===== src/rtl/decrypt_keysched.sv =====
// DES round-key scheduler: emits K1..K16 (encrypt) or K16..K1 (decrypt)
// one key per ready/valid handshake, rotating the C/D halves in place.
module decrypt_keysched #(
  parameter int unsigned NROUNDS = 16
) (
  input  logic        clk,
  input  logic        n_rst,
  input  logic [63:0] user_key,
  input  logic        start,
  input  logic        mode,
  input  logic        ready,
  output logic [47:0] key_out,
  output logic        key_valid,
  output logic [3:0]  key_round,
  output logic        busy,
  output logic        done
);

  localparam int unsigned CD_W   = 56;
  localparam int unsigned HALF_W = 28;
  localparam int unsigned RK_W   = 48;
  localparam int unsigned CNT_W  = 4;
  localparam int unsigned IDX_W  = 5;
  localparam logic [CNT_W-1:0] LAST = CNT_W'(NROUNDS - 1);

  // FIPS 46-3 permuted choice tables, 1-based bit numbers
  localparam logic [5:0] PC1 [CD_W] = '{
    6'd57, 6'd49, 6'd41, 6'd33, 6'd25, 6'd17, 6'd9,
    6'd1,  6'd58, 6'd50, 6'd42, 6'd34, 6'd26, 6'd18,
    6'd10, 6'd2,  6'd59, 6'd51, 6'd43, 6'd35, 6'd27,
    6'd19, 6'd11, 6'd3,  6'd60, 6'd52, 6'd44, 6'd36,
    6'd63, 6'd55, 6'd47, 6'd39, 6'd31, 6'd23, 6'd15,
    6'd7,  6'd62, 6'd54, 6'd46, 6'd38, 6'd30, 6'd22,
    6'd14, 6'd6,  6'd61, 6'd53, 6'd45, 6'd37, 6'd29,
    6'd21, 6'd13, 6'd5,  6'd28, 6'd20, 6'd12, 6'd4
  };

  localparam logic [5:0] PC2 [RK_W] = '{
    6'd14, 6'd17, 6'd11, 6'd24, 6'd1,  6'd5,
    6'd3,  6'd28, 6'd15, 6'd6,  6'd21, 6'd10,
    6'd23, 6'd19, 6'd12, 6'd4,  6'd26, 6'd8,
    6'd16, 6'd7,  6'd27, 6'd20, 6'd13, 6'd2,
    6'd41, 6'd52, 6'd31, 6'd37, 6'd47, 6'd55,
    6'd30, 6'd40, 6'd51, 6'd45, 6'd33, 6'd48,
    6'd44, 6'd49, 6'd39, 6'd56, 6'd34, 6'd53,
    6'd46, 6'd42, 6'd50, 6'd36, 6'd29, 6'd32
  };

  typedef enum logic [1:0] {
    ST_IDLE,
    ST_LOAD,
    ST_RUN,
    ST_DONE
  } state_t;

  state_t              state_q, state_d;
  logic [CD_W-1:0]     key_q, key_d;
  logic [CD_W-1:0]     cd_q, cd_d;
  logic [CNT_W-1:0]    cnt_q, cnt_d;
  logic                mode_q, mode_d;
  logic [CD_W-1:0]     pc1_c;
  logic [IDX_W-1:0]    shift_idx_c;
  logic                key_valid_d, busy_d, done_d;
  logic [CNT_W-1:0]    key_round_d;
  logic                parity_unused;

  // Parity bits (FIPS bits 8, 16, ..., 64) never enter the schedule
  assign parity_unused = ^{user_key[56], user_key[48], user_key[40], user_key[32],
                           user_key[24], user_key[16], user_key[8],  user_key[0]};

  // SHIFT[i] is 1 for rounds 1, 2, 9, 16 and 2 otherwise
  function automatic logic shift_two(input logic [IDX_W-1:0] idx);
    return !(idx inside {5'd1, 5'd2, 5'd9, 5'd16});
  endfunction

  function automatic logic [HALF_W-1:0] rot28(input logic [HALF_W-1:0] x,
                                              input logic right, input logic two);
    logic [HALF_W-1:0] r;
    if (right) r = two ? {x[1:0], x[27:2]} : {x[0], x[27:1]};
    else       r = two ? {x[25:0], x[27:26]} : {x[26:0], x[27]};
    return r;
  endfunction

  function automatic logic [CD_W-1:0] rot_cd(input logic [CD_W-1:0] cd,
                                             input logic right, input logic two);
    return {rot28(cd[55:28], right, two), rot28(cd[27:0], right, two)};
  endfunction

  // PC-1 of the incoming key; captured at the start edge
  always_comb begin
    pc1_c = '0;
    for (int j = 0; j < int'(CD_W); j++) begin
      pc1_c[6'(55 - j)] = user_key[6'(64 - int'(PC1[6'(j)]))];
    end
  end

  // PC-2 straight off the C/D register
  always_comb begin
    key_out = '0;
    for (int j = 0; j < int'(RK_W); j++) begin
      key_out[6'(47 - j)] = cd_q[6'(56 - int'(PC2[6'(j)]))];
    end
  end

  // Encrypt rotates toward the next key, decrypt undoes the current key's shift
  assign shift_idx_c = mode_q ? (5'd16 - IDX_W'(cnt_q)) : (IDX_W'(cnt_q) + 5'd2);

  always_comb begin
    state_d = state_q;
    key_d   = key_q;
    mode_d  = mode_q;
    cd_d    = cd_q;
    cnt_d   = cnt_q;
    case (state_q)
      ST_IDLE: begin
        if (start) begin
          state_d = ST_LOAD;
          key_d   = pc1_c;
          mode_d  = mode;
          cnt_d   = '0;
        end
      end
      ST_LOAD: begin
        state_d = ST_RUN;
        cd_d    = mode_q ? key_q : rot_cd(key_q, 1'b0, 1'b0);
      end
      ST_RUN: begin
        if (ready) begin
          if (cnt_q == LAST) begin
            state_d = ST_DONE;
          end else begin
            cnt_d = cnt_q + 1'b1;
            cd_d  = rot_cd(cd_q, mode_q, shift_two(shift_idx_c));
          end
        end
      end
      ST_DONE: state_d = ST_IDLE;
      default: state_d = ST_IDLE;
    endcase

    key_valid_d = (state_d == ST_RUN);
    busy_d      = (state_d == ST_LOAD) || (state_d == ST_RUN);
    done_d      = (state_d == ST_DONE);
    key_round_d = mode_d ? (LAST - cnt_d) : cnt_d;
  end

  always_ff @(posedge clk) begin
    if (!n_rst) begin
      state_q   <= ST_IDLE;
      key_q     <= '0;
      mode_q    <= 1'b0;
      cd_q      <= '0;
      cnt_q     <= '0;
      key_valid <= 1'b0;
      busy      <= 1'b0;
      done      <= 1'b0;
      key_round <= '0;
    end else begin
      state_q   <= state_d;
      key_q     <= key_d;
      mode_q    <= mode_d;
      cd_q      <= cd_d;
      cnt_q     <= cnt_d;
      key_valid <= key_valid_d;
      busy      <= busy_d;
      done      <= done_d;
      key_round <= key_round_d;
    end
  end

endmodule


===== config.mk =====
export PLATFORM = sky130hd
export DESIGN_NAME = decrypt_keysched
export DESIGN_NICKNAME = d
export VERILOG_FILES = /design/src/rtl/decrypt_keysched.sv
export SDC_FILE = /design/constraint.sdc
export NUM_CORES = 1
export LEC_CHECK = 0
export CAP_MARGIN = 20
export CORE_MARGIN = 4
export CORE_UTILIZATION = 45
export CTS_CLUSTER_DIAMETER = 50
export DETAILED_ROUTE_END_ITERATION = 12
export PLACE_DENSITY = 0.73
export SLEW_MARGIN = 20
export SYNTH_ARGS = -nofsm -noshare
export SYNTH_HDL_FRONTEND = slang
export SYNTH_SLANG_ARGS = --single-unit
export TNS_END_PERCENT = 5

===== constraint.sdc =====
create_clock -name clk -period 4.9 [get_ports clk]
set_input_delay 0.735 -clock clk [delete_from_list [all_inputs] [get_ports clk]]
set_output_delay 0.735 -clock clk [all_outputs]
set_load 0.02 [all_outputs]

# Yosys cells after proc, flatten, opt, wreduce, memory -nomap -nowiden
# Index checks and enable logic that the tools add are counted.
[totals]
inputBits = 69
register_bits = 78
output_inout_bits = 55
[op_classes]
n_reduce_logical = 6
eq_ne = 13
addsub = 4
mux = 22
[op_table]
columns = ["operator", "count"]
rows = [
  ["28-bit 2-to-1 mux", 6],
  ["56-bit 2-to-1 mux", 2],
  ["56-bit case mux with 2 select lines", 1],
  ["33-bit 2-to-1 mux", 1],
  ["4-bit 2-to-1 mux", 4],
  ["2-bit equality test, second input constant", 4],
  ["2-bit case mux with 4 select lines", 1],
  ["4-bit case mux with 2 select lines", 1],
  ["2-bit 2-to-1 mux", 3],
  ["4-bit by 2-bit adder with 5-bit output, second input constant", 1],
  ["5-bit by 1-bit equality test with 1-bit output, second input constant", 1],
  ["5-bit by 2-bit equality test with 1-bit output, second input constant", 1],
  ["5-bit by 4-bit equality test with 1-bit output, second input constant", 1],
  ["5-bit equality test, second input constant", 1],
  ["5-bit 2-to-1 mux", 1],
  ["5-bit by 4-bit subtractor with 5-bit output, first input constant", 1],
  ["4-bit by 1-bit adder with 4-bit output, second input constant", 1],
  ["2-bit by 1-bit equality test with 1-bit output, second input constant", 2],
  ["4-bit equality test, second input constant", 1],
  ["2-bit != test, second input constant", 2],
  ["4-bit nonzero test", 1],
  ["4-bit subtractor, first input constant", 1],
  ["3-bit AND reduction", 1],
  ["2-bit logical NOT", 1],
  ["other kinds (4)", 5],
]

# Logic depth before layout (Yosys ltp)
# Gate-level depths: netlist (run 1).
[depth]
depth_word = 9
depth_mapped = 11
ltp_nobuf = 8

# Worst setup path before layout (run 1)
# No wires, ideal clock.
[synth_timing]
path_kind = "reg-to-reg"
from = "reg cnt_q[0]"
to = "reg cd_q[38]"
path_stages_with_launch = 11
required_time_ns = 4.778
arrival_ns = 2.502
setup_ns = 0.122
n_path_buf = 2
slack_ns = 2.276
period_less_slack_ns = 2.624
path_cell_list = "dfxtp_1 > buf_6 > inv_1 > ha_1 > or3b_4 > a31oi_4 > nand3_4 > o21ai_4 > buf_6 > mux2_4 > a221o_1"
[synth_via]
elab_chain_cells = 9
elab_cells_between_ends = 17
cone_classes = "2 x add/sub; 6 x eq/ne; 7 x mux; 2 x reduce/logical"
[synth_rtl]
columns = ["item", "line_no", "source"]
rows = [
  ["start, declared", "59", "logic [CNT_W-1:0] cnt_q, cnt_d;"],
  ["start signal, assigned", "163", "cnt_q <= cnt_d;"],
  ["5-bit by 4-bit subtractor with 5-bit output / 4-bit by 2-bit adder with 5-bit output (equally long branches)", "106", "assign shift_idx_c = mode_q ? (5'd16 - IDX_W'(cnt_q)) : (IDX_W'(cnt_q) + 5'd2);"],
  ["5-bit 2-to-1 mux", "106", ""],
  ["5-bit by 1-bit equality test with 1-bit output (tied with other cells)", "73", "return !(idx inside {5'd1, 5'd2, 5'd9, 5'd16});"],
  ["4-bit nonzero test", "73", ""],
  ["28-bit 2-to-1 mux, on equally long branches", "80, 79", ""],
  ["28-bit 2-to-1 mux", "79", "if (right) r = two ? {x[1:0], x[27:2]} : {x[0], x[27:1]};"],
  ["56-bit 2-to-1 mux", "129", "if (cnt_q == LAST) begin"],
  ["56-bit 2-to-1 mux", "128", "if (ready) begin"],
  ["56-bit case mux with 2 select lines", "114", "case (state_q)"],
  ["end signal, assigned", "152", "cd_q <= '0;"],
  ["end signal, assigned", "162", "cd_q <= cd_d;"],
  ["end, declared", "58", "logic [CD_W-1:0] cd_q, cd_d;"],
]
# Several ways; a longest one is shown, not always the timed one. The select of a mux whose other input is x is not followed.
# A chain may end at the register's enable or synchronous reset.

# Worst setup path in the final report (run 1)
[layout_timing]
from = "reg cnt_q[0]"
to = "reg cd_q[49]"
# Same word-level chain as after synthesis.

==> results of run 1 <==
[flip-flops by register name, summed over array words and instances, names as in the netlist]
register   flops
cd_q          56
key_q          8
done           1
key_valid      1
cnt_q          4
mode_q         1
state_q        2
busy           1
key_round      4
[worst min-delay path, cell delays in order (launching register included)]
cell and delay, ns:
dfxtp_1 0.32, nand2_1 0.06, a21oi_1 0.05
[worst max path at each step]
stage	start	to	depth (start not counted)
after floorplan	cnt_q[0]	cd_q[38]	10
after global placement	cnt_q[0]	cd_q[3]	8
after detailed placement	cnt_q[0]	cd_q[49]	8
after CTS	cnt_q[0]	cd_q[49]	8
after global routing	cnt_q[0]	cd_q[2]	8
final	cnt_q[0]	cd_q[49]	8
[cell families (layout without fill, tap and decap cells)]
logic type	after synthesis	in the layout	synth area share
AO/OA/AOI/OAI	170	170	0.248
AND/OR/NAND/NOR	197	197	0.171
flip-flops	78	78	0.294
buffers and inverters	115	68	0.130
XOR/XNOR	5	5	0.00824
adder cells (fa/ha/maj)	10	10	0.0235
multiplexers	55	55	0.125
other	1	38	0.000706
[where the power goes]
part	leakage (uW)	internal [uW]	switching, uW
Clock	0.000132	357	274
Sequential	0.000632	659	25.3
Combinational	0.00153	108	208
Total	0.00229	1120	507
[metrics by stage]
step | power [uW] | utilization | worst slack [ns]
after global placement | 1000 | 0.467 | 1.66
after global routing | 1680 | 0.491 | 1.33
after CTS | 1630 | 0.491 | 1.55
final | 1630 | 0.491 | 1.55
after floorplan | 961 | - | 2.28
after detailed placement | 1010 | 0.467 | 1.56
[metal layers]
metal	vias to the layer above	part of all wire
li1	2209	-
met5	-	0
met1	2237	0.43
met4	0	0.016
met3	25	0.071
met2	196	0.48
[cell usage in the layout, fill, tap and decap left out, types with 10 or more instances in the layout]
| master | n |
|---|---|
| a21oi_1 | 45 |
| a32o_1 | 23 |
| clkdlybuf4s50_1 | 29 |
| conb_1 | 38 |
| dfxtp_1 | 77 |
| ha_1 | 10 |
| inv_1 | 12 |
| mux2i_1 | 41 |
| nand2_1 | 103 |
| nand3_1 | 29 |
| nor2_1 | 23 |
| o211ai_1 | 33 |
| o21ai_0 | 10 |
[final cells by class]
type | instances | area, um2 | area share
repair buffers | 38 | 358 | 0.0635
flip-flops and latches | 78 | 1560 | 0.277
clock buffers | 11 | 243 | 0.0431
multi-input cells | 475 | 3210 | 0.569
inverters | 14 | 52.6 | 0.00933
well taps | 143 | 179 | 0.0318
clock inverters | 5 | 33.8 | 0.00600
==> impl_metrics.ini, run 1 <==
[outcome]
outcome = complete, no violations

[timing]
period_share = 0.683
setup_viol = 0
maxSlewViolCount = 0
finClkSkew_ns = 0.0109
final_hold_viol_count = 0
whs_ns = 0.473
setup_tns_ns = 0
min_period_ns = 3.35
rsz0062_at_grt = false
tightest_slew_ns = 1.01
relSlewSlack = 0.329
timing.fmax_mhz = 299

[global_routing]
grt_pass1_vias = 4476
gr-usage-met2 = 0.317
grt.busiest_layer = met2
antenna_found_initial = 0
use_met3 = 0.0290
gr-usage-all-layers = 0.194
grt_first_pass_wirelength_um = 21600
grt_overflow = 0
grt_max_degree = 73
grtUsageMet1 = 0.256

[final_layout]
drive_gt1_frac = 0.0837
syn2layout_area_growth_pct = 6.03
fin_cells = 764
fillers = 1081
nets = 695
post-route-cell-area_um2 = 5630
diodes = 0

[worst_hold_path]
hold_end = key_q[25]
min_delay_path_depth = 2
hold_path_class = flop to flop
min_from = key_q[25]

[worst_setup_path]
cp_top_family = simple AND/OR/NAND/NOR gates
path_cells = inv_1, ha_1, or3b_4, a31oi_4, and3_2, mux2i_1, nand2_1, a32o_1
reg2reg_from = cnt_q[0]
critPathCaptureType = flop
worstPathArrival_ns = 3.57
rrSetupSlack_ns = 1.55
critPathBufInv = 1
critPathMaxStageDelay_ns = 0.89
reg2reg_to = cd_q[49]
required_ns = 5.13
critPathSlowestCell = and3_2
path_max_fanout = 35
crit_path_start_kind = flop
r2r_cells = 8
critical_path_class = flop to flop

[synth]
synth_top_flop_cell = dfxtp_1
synth_edf_count = 0
synthDominantCellAreaShare = 0.294
synth_area_um2 = 5310
synth_common_cells = nand2_1, dfxtp_1, buf_4
syn_inst = 631
postSynthAreaPerCell_um2 = 8.42
synth.most_common_cell = nand2_1
synth_seq_cells = 78
ys_seq_area_frac = 0.294
ys_warn_count = 0
synth_top_cell_by_area = dfxtp_1
synthTopCellsByArea = dfxtp_1, mux2i_1, nand2_1, buf_4, o211ai_1
synth_cell_types = 61
async_flop_share = 0

[placed_design]
place_inst = 748
hpwlAfterDp_um = 8400
gp_congestion = 0.838
io_buffers = 29
placed_area_um2 = 5360

[die]
die_width_um = 117
initial_utilization = 0.463
die_y_um = 117
core.rowCount = 39
dieArea_um2 = 13600
coreArea_um2 = 11500
pin_count = 124

[clock_tree]
cts_root_buffer = clkbuf_16
clkSinkCount = 78
clk_latency_ns = 0.34
cts.repair.resized = 0
cts_tree = done
path_clk_slew_ns = 0.06
cts_buffers = 9
h-tree-depth = 3
cts_buffer_depth = 2
hold_buffers = 0
post_cts_buffers = 0

[pwr]
p_per_area_nw_per_um2 = 290
power_leakage_uw = 0.00229
ir_drop_v = 0.000174

[routing]
via_per_inst = 6.11
drt_wl_total_um = 13100
drt_iter0_markers = 498
dr.pass1.iters = 5
wl_per_cell_um = 17.2
drc = 0
vias = 4667
ant_nets = 0

[run]
maxCapViolCount = 0
Note: power is estimated with default switching activity, not from simulation.
==> run 2, diff against run 1 <==
PLACE_DENSITY = 0.76   (was 0.73)
clock period = 3 ns   (was 4.9 ns; I/O delays follow)
==> run 2 against run 1 <==
Compared with the run above: critical path depth is 1 lower; critical endpoint is now cd_q[39]; sequential share of layout area fell by 0.68 points; clock skew hardly changed; setup slack worse by 1.3 ns; global-route usage rose by 0.55 points; power up 73%.
==> impl_metrics.ini, run 2 (synthesized netlist as in run 1, its figures left out) <==
[clock_tree]
path_clk_slew_ns = 0.06
cts_tree = done
clkSinkCount = 78
clk_latency_ns = 0.33
cts_buffer_depth = 2
cts_root_buffer = clkbuf_16
h-tree-depth = 3
cts_buffers = 9
post_cts_buffers = 0

[timing]
setup_tns_ns = 0
finClkSkew_ns = 0.0107
relSlewSlack = 0.524
tightest_slew_ns = 0.714
maxSlewViolCount = 0
min_period_ns = 2.79
timing.fmax_mhz = 359
setup_viol = 0
rsz0062_at_grt = false
period_share = 0.929
final_hold_viol_count = 0

[placed_design]
gp_congestion = 0.871
hpwlAfterDp_um = 8590
io_buffers = 29

[pwr]
ir_drop_v = 0.000278
p_per_area_nw_per_um2 = 489
power_leakage_uw = 0.00238
power.total_uw = 2830

[worst_setup_path]
critPathCaptureType = flop
path_max_fanout = 17
startpoint = cnt_q[2]
required_ns = 3.22
rrSetupSlack_ns = 0.21
crit_path_start_kind = flop
worstPathArrival_ns = 3.01
reg2reg_from = cnt_q[2]
critical_path_class = flop to flop

[global_routing]
antenna_found_initial = 0
grt_overflow = 0
grt_max_degree = 52
gr-usage-all-layers = 0.199
grt_pass1_vias = 4505
grt_first_pass_wirelength_um = 22100

[final_layout]
diodes = 0
top_regs = cd_q (56), key_q (8)
top_register = cd_q
largest_register_ffs = 56
syn2layout_area_growth_pct = 8.78
final_cell_mix = nand2_1, dfxtp_1, a21oi_1
nets = 704
layout_commonest_cell = nand2_1
drive_gt1_frac = 0.100

[worst_hold_path]
hold_path_class = flop to flop
min_from = key_q[24]

[die]
pin_count = 124
die_y_um = 117
dieArea_um2 = 13600
die_width_um = 117
core.rowCount = 39
coreArea_um2 = 11500
initial_utilization = 0.463

[routing]
via_per_inst = 6.16
drc = 0
met3WireLength_um = 1010
drt_iter0_markers = 460
top_layer_used = met4
wl_met2_um = 6290
ant_nets = 0
drt_wl_total_um = 13300
vias = 4765
wl_per_cell_um = 17.3
wl_met1_um = 5680
dr.pass1.iters = 5

[run]
maxCapViolCount = 0

[outcome]
outcome = complete, no violations
-- run 2: worst paths after layout --
| kind | to | depth (start not counted) |
|---|---|---|
| min | key_q[24] | 2 |
| max | cd_q[39] | 7 |
| min reg2reg | key_q[24] | 2 |
| max reg2reg | cd_q[39] | 7 |
-- run 2: cell type report --
class | instances | area (um2)
repair buffers | 47 | 463
flip-flops and latches | 78 | 1560
fillers | 1010 | 5690
clock inverters | 6 | 86.3
multi-input cells | 475 | 3210
inverters | 14 | 52.6
clock buffers | 10 | 229
well taps | 143 | 179
-- run 2: what timing repair did --
action	in CTS	in global routing
endpoints found under the setup margin	0	5
resized for setup	0	2
hold buffers	0	0
-- run 2: power by group --
part | switching, uW | internal, uW
clock | 446 | 728
combinational | 346 | 189
sequential | 41.3 | 1080
total | 833 | 1990
-- run 2: critical path, stage by stage, from the launching register on --
cell and delay, ns:
dfxtp_1 0.42, ha_1 0.28, and2b_1 0.16, o21ai_1 0.22, nand4_2 0.17, o21ai_4 0.58
mux4_1 0.64, a22o_1 0.19
-- run 2: through the flow --
| stage | hold slack, ns | setup slack, ns | cell area [um2] | instances | utilization |
|---|---|---|---|---|---|
| after floorplan | 0.448 | 0.376 | 5450 | 668 | - |
| after global placement | 0.462 | 0.188 | 5460 | 757 | 0.476 |
| after detailed placement | 0.464 | 0.116 | 5460 | 757 | 0.476 |
| after CTS | 0.472 | 0.105 | 5780 | 773 | 0.504 |
| after global routing | 0.502 | 0.0241 | 5780 | 773 | 0.504 |
| final | 0.473 | 0.214 | 5780 | 773 | 0.504 |
-- run 2: per-layer routing --
layer  GRT usage  vias to the layer above
met4      0.0787                        0
li1            -                     2232
met3      0.0316                       35
met2       0.326                      224
met5           0                        -
met1       0.263                     2274
==> run 3, diff against run 2 <==
CORE_MARGIN = unset   (was 4)
CORE_UTILIZATION = 46   (was 45)
PLACE_DENSITY = 0.77   (was 0.76)
==> run 3 against run 2 <==
Compared with the run above: utilization is 2.4 points higher; sequential share of layout area fell by 0.22 points; clock power about the same; non-clock buffer count increased by 5; wire length decreased by 1.2%; register-to-register slack worse by 0.07 ns; fmax decreased by 2.4%; first-iteration DRC count increased by 5.4%; sequential power is essentially flat; clock skew shrank 0.0050 ns; hold slack gained 0.0050 ns.
==> impl_metrics.ini, run 3 (synthesized netlist as in run 1, its figures left out) <==
[routing]
dr.pass1.iters = 6
via_per_inst = 6.14
vias = 4760
wl_per_cell_um = 17.0
drt_wl_total_um = 13200
drt_iter0_markers = 485
ant_nets = 0
drc = 0

[timing]
maxSlewViolCount = 0
finClkSkew_ns = 0.00571
rsz0062_at_grt = false
min_period_ns = 2.85
timing.fmax_mhz = 350
period_share = 0.952
setup_tns_ns = 0
tightest_slew_ns = 0.729
relSlewSlack = 0.514
setup_viol = 0
final_hold_viol_count = 0

[pwr]
power_leakage_uw = 0.00241
ir_drop_v = 0.000333
p_per_area_nw_per_um2 = 486
power.total_uw = 2830

[placed_design]
gp_congestion = 0.866
place_inst = 756
hpwlAfterDp_um = 8510
io_buffers = 29

[worst_setup_path]
critPathCaptureType = flop
crit_path_end = cd_q[49]
critical_path_class = flop to flop
required_ns = 3.24
rrSetupSlack_ns = 0.15
critPathMaxStageDelay_ns = 0.50
reg2reg_from = cnt_q[1]
r2r_cells = 9
path_max_fanout = 15
path_depth = 9
worstPathArrival_ns = 3.09
path_cells = inv_1, ha_1, or3b_4, a31oi_4, and3_2, buf_12, mux2i_1, nand2_1, a32o_1
critPathBufInv = 2
cp_top_family = simple AND/OR/NAND/NOR gates
reg2reg_to = cd_q[49]
critPathSlowestCell = dfxtp_1
crit_path_start_kind = flop
startpoint = cnt_q[1]

[final_layout]
largest_register_ffs = 56
final_cell_mix = nand2_1, dfxtp_1, a21oi_1
layout_commonest_cell = nand2_1
diodes = 0
drive_gt1_frac = 0.104
top_regs = cd_q (56), key_q (8)
fin_cells = 775
nets = 709
final_util = 0.528
top_register = cd_q
syn2layout_area_growth_pct = 9.61

[clock_tree]
h-tree-depth = 3
cts_buffer_depth = 2
cts.repair.resized = 0
cts_tree = done
path_clk_slew_ns = 0.06
hold_buffers = 0
cts_buffers = 9
cts_root_buffer = clkbuf_16
clkSinkCount = 78
clk_latency_ns = 0.34

[global_routing]
gr-usage-met2 = 0.374
grt_overflow = 0
grtUsageMet1 = 0.289
grt.busiest_layer = met2
grt_max_degree = 49
use_met3 = 0.0338
antenna_found_initial = 0
grt_pass1_vias = 4415
gr-usage-all-layers = 0.226
grt_first_pass_wirelength_um = 21300

[run]
maxCapViolCount = 0

[die]
pin_count = 124
initial_utilization = 0.482
coreArea_um2 = 11000
die_y_um = 109
core.rowCount = 38
dieArea_um2 = 12000
die_width_um = 109

[worst_hold_path]
hold_path_class = flop to flop

[outcome]
outcome = complete, no violations
-- run 3: cell type report --
cell class,instances,area [um2]
Timing Repair Buffer,52,513
Clock inverter,6,86.3
Tap cell,140,175
Clock buffer,10,229
Multi-Input combinational cell,475,3210
Sequential cell,78,1560
Fill cell,966,5210
Inverter,14,52.6
-- run 3: repair_timing --
action | 4_1_cts | 5_1_grt
setup endpoints to repair | 0 | 5
hold endpoints to repair | 0 | 0
setup buffers | 0 | 3
-- run 3: power by group --
| group | internal [uW] | switching [uW] |
|---|---|---|
| clock | 727 | 441 |
| combinational | 196 | 351 |
| sequential | 1080 | 40.9 |
-- run 3: how the worst min path moves through the flow --
stage | start | endpoint | slack (ns) | depth (start not counted)
finish | key_q[29] | key_q[29] | 0.48 | 2
global route | key_q[25] | key_q[25] | 0.51 | 2
CTS | key_q[27] | key_q[27] | 0.48 | 2
detailed placement | key_q[27] | key_q[27] | 0.47 | 2
global placement | key_q[29] | key_q[29] | 0.47 | 2
floorplan | key_q[25] | key_q[25] | 0.45 | 2
-- run 3: routing by layer --
layer / vias to the layer above / part of all wire
met2: 196 / 0.49
li1: 2251 / -
met5: - / 0
met1: 2289 / 0.43
met3: 24 / 0.064
met4: 0 / 0.022
-- run 3: worst min-delay path: stages, from the launching register on --
cell and delay, ns:
dfxtp_1 0.32, nand2_1 0.06, a21oi_1 0.05
-- run 3: stage by stage --
stage | setup WS (ns) | hold slack [ns] | cell area [um2]
2_1_floorplan | 0.376 | 0.448 | 5450
3_3_place_gp | 0.190 | 0.467 | 5470
3_5_place_dp | 0.0891 | 0.473 | 5470
4_1_cts | 0.0733 | 0.483 | 5790
5_1_grt | 0.0243 | 0.510 | 5820
6_report | 0.145 | 0.478 | 5820
==> RTL edit: new RTL, flow settings as in run 1 <==
Encoding of `state_t`: now one-hot (4 bits for 4 states).
--- a/src/rtl/decrypt_keysched.sv
+++ b/src/rtl/decrypt_keysched.sv
@@ -46,11 +46,11 @@
     6'd46, 6'd42, 6'd50, 6'd36, 6'd29, 6'd32
   };
 
-  typedef enum logic [1:0] {
-    ST_IDLE,
-    ST_LOAD,
-    ST_RUN,
-    ST_DONE
+  typedef enum logic [3:0] {
+    ST_IDLE = 4'b0001,
+    ST_LOAD = 4'b0010,
+    ST_RUN  = 4'b0100,
+    ST_DONE = 4'b1000
   } state_t;
 
   state_t              state_q, state_d;
Check against the original RTL: no difference found for any inputs over 4 cycles, from zero or initial values and one cycle with n_rst low; so few cycles prove little.
==> RTL edit against run 1 <==
Critical path depth is the same; synthesized cell count shrank 3.3%; routed wire length shrank 1.4%; first-iteration DRC count shrank 13%; global-route usage grew 0.25 points; cell area shrank 0.27%; setup slack lost 0.32 ns; sequential share of layout area grew 0.76 points; synthesized area shrank 2.1%; sequential cell count grew 2.
Power is not compared: it rests on default switching activity, and its combinational part moved more than twofold at a synthesized area within 25%.
==> RTL edit: results <==
set metrics [dict create \
    status "completed" \
    yosysSeqAreaShare 0.308 \
    numPortBuffers 29 \
    critical_path_peak_fanout 30 \
    clock_skew_ns 0.00607 \
    r2r_slack_ns 1.24 \
    dp_hpwl_um 8240 \
    grt_pass1_wl_um 21400 \
    highest_layer "met4" \
    p_int_mw 1.16 \
    drt_iter0_drc 431 \
    final_nets 676 \
    grt_pass1_vias 4272 \
    critPathMaxStageDelay_ns 0.76 \
    place_ws_ns 1.40 \
    path_delay_family "compound AO/OA/AOI/OAI gates" \
    cts_made_buffers 9 \
    synth_top_area_frac 0.308 \
    r2r-end "cd_q[27]" \
    clk_latency_ns 0.34 \
    drt-met1-wl_um 5640 \
    worst-setup-path-type "register to register" \
    synth_area_leaders "dfxtp_1 (31%), mux2i_1 (11%), buf_4 (7.6%), mux2_2 (4.1%), nand2_1 (4.1%)" \
    wl_per_cell_um 17.3 \
    top_regs "cd_q x56, key_q x8" \
    p_leak_nw 1.91 \
    grt.total_usage 0.196 \
    gp_congestion 0.831 \
    clk_pin_slew_ns 0.06 \
    post_cts_buffers 0 \
    n_fill_cell 1034 \
    wl_met2_um 6290 \
    cts-root-buf "clkbuf_16" \
    drive_gt1_frac 0.0939 \
    cp_slowest_cell "nand2_2" \
    wl_met3_um 797 \
    design_area_mm2 0.00562 \
    vdd_drop_max_mv 0.182 \
    crit_arrival_ns 3.85 \
    synth_commonest_cells "dfxtp_1 (80), nand2_1 (57), mux2i_1 (56), buf_4 (53), a21oi_1 (33)" \
    cts-htree-levels 3 \
    cts_resized 0 \
    ys_types 60 \
    vias 4511 \
    first_pass_iters 6 \
    synthArstFlopShare 0 \
    dpl_cell_area_mm2 0.00530 \
    grt_max_degree 46 \
    slew_headroom 0.312 \
]
==> RTL edit: cell types whose count changed in the layout (fill, tap and decap cells not counted), moves of 9 or more <==
cell	delta
mux2i_1	+15
o211ai_1	-30
o22ai_1	+15
nand2_1	-46
a22o_1	-9
o221ai_1	+14
a22oi_1	+13
a32o_1	-21
mux2_1	+11
a21oi_1	-12
mux2_2	+13
o21ai_0	+18
==> RTL edit: stage by stage <==
stage	hold slack [ns]	cells
2_1_floorplan	0.458	647
3_3_place_gp	0.481	731
3_5_place_dp	0.490	731
4_1_cts	0.497	747
5_1_grt	0.519	747
6_report	0.494	747
==> RTL edit: power groups by stage <==
| stage | combinational, mW | sequential [mW] | clock, mW |
|---|---|---|---|
| 2_1_floorplan | 0.100 | 0.683 | 0 |
| 3_3_place_gp | 0.108 | 0.683 | 0 |
| 3_5_place_dp | 0.109 | 0.683 | 0 |
| 4_1_cts | 0.109 | 0.669 | 0.736 |
| 5_1_grt | 0.121 | 0.670 | 0.767 |
| 6_report | 0.111 | 0.669 | 0.737 |
==> RTL edit: logic make-up after synthesis <==
kind of cell	count (synthesis)	share of synthesized area
adder cells (fa/ha/maj)	5	0.0120
XOR/XNOR	5	0.00842
AO/OA/AOI/OAI	169	0.225
flip-flops	80	0.308
buffers and inverters	105	0.119
other	1	0.000721
AND/OR/NAND/NOR	157	0.148
multiplexers	88	0.178
==> RTL edit: cell type report <==
cell class              count  area (µm²)  area share
multi-input cells         462        3120       0.555
inverters                  10        37.5     0.00668
flip-flops and latches     80        1600       0.285
well taps                 140         175      0.0312
clock inverters             5        78.8      0.0140
repair buffers             39         365      0.0650
clock buffers              11         243      0.0432
==> RTL edit: worst min path at each step <==
stage                     startpoint         to  slack, ns  cells past startpoint
after CTS                  key_q[30]  key_q[30]       0.50                      2
after floorplan             cd_q[37]   cd_q[37]       0.46                      2
after detailed placement   key_q[30]  key_q[30]       0.49                      2
after global placement     key_q[25]  key_q[25]       0.48                      2
after global routing        cd_q[37]   cd_q[37]       0.52                      2
final                      key_q[30]  key_q[30]       0.49                      2
==> RTL edit: per-layer routing <==
layer | global-route usage | vias up
met5 | 0 | -
met4 | 0.0728 | 0
met3 | 0.0261 | 14
met2 | 0.326 | 161
met1 | 0.260 | 2195
li1 | - | 2141
==> RTL edit: worst reg2reg max path: cells and delay by family, from the launching register on <==
family	cells	cell delay (ns)
flops	1	0.48
compound gates	3	1.09
buf+inv	1	0.13
fa+ha+maj	1	0.35
simple gates	2	1.03
mux	1	0.44
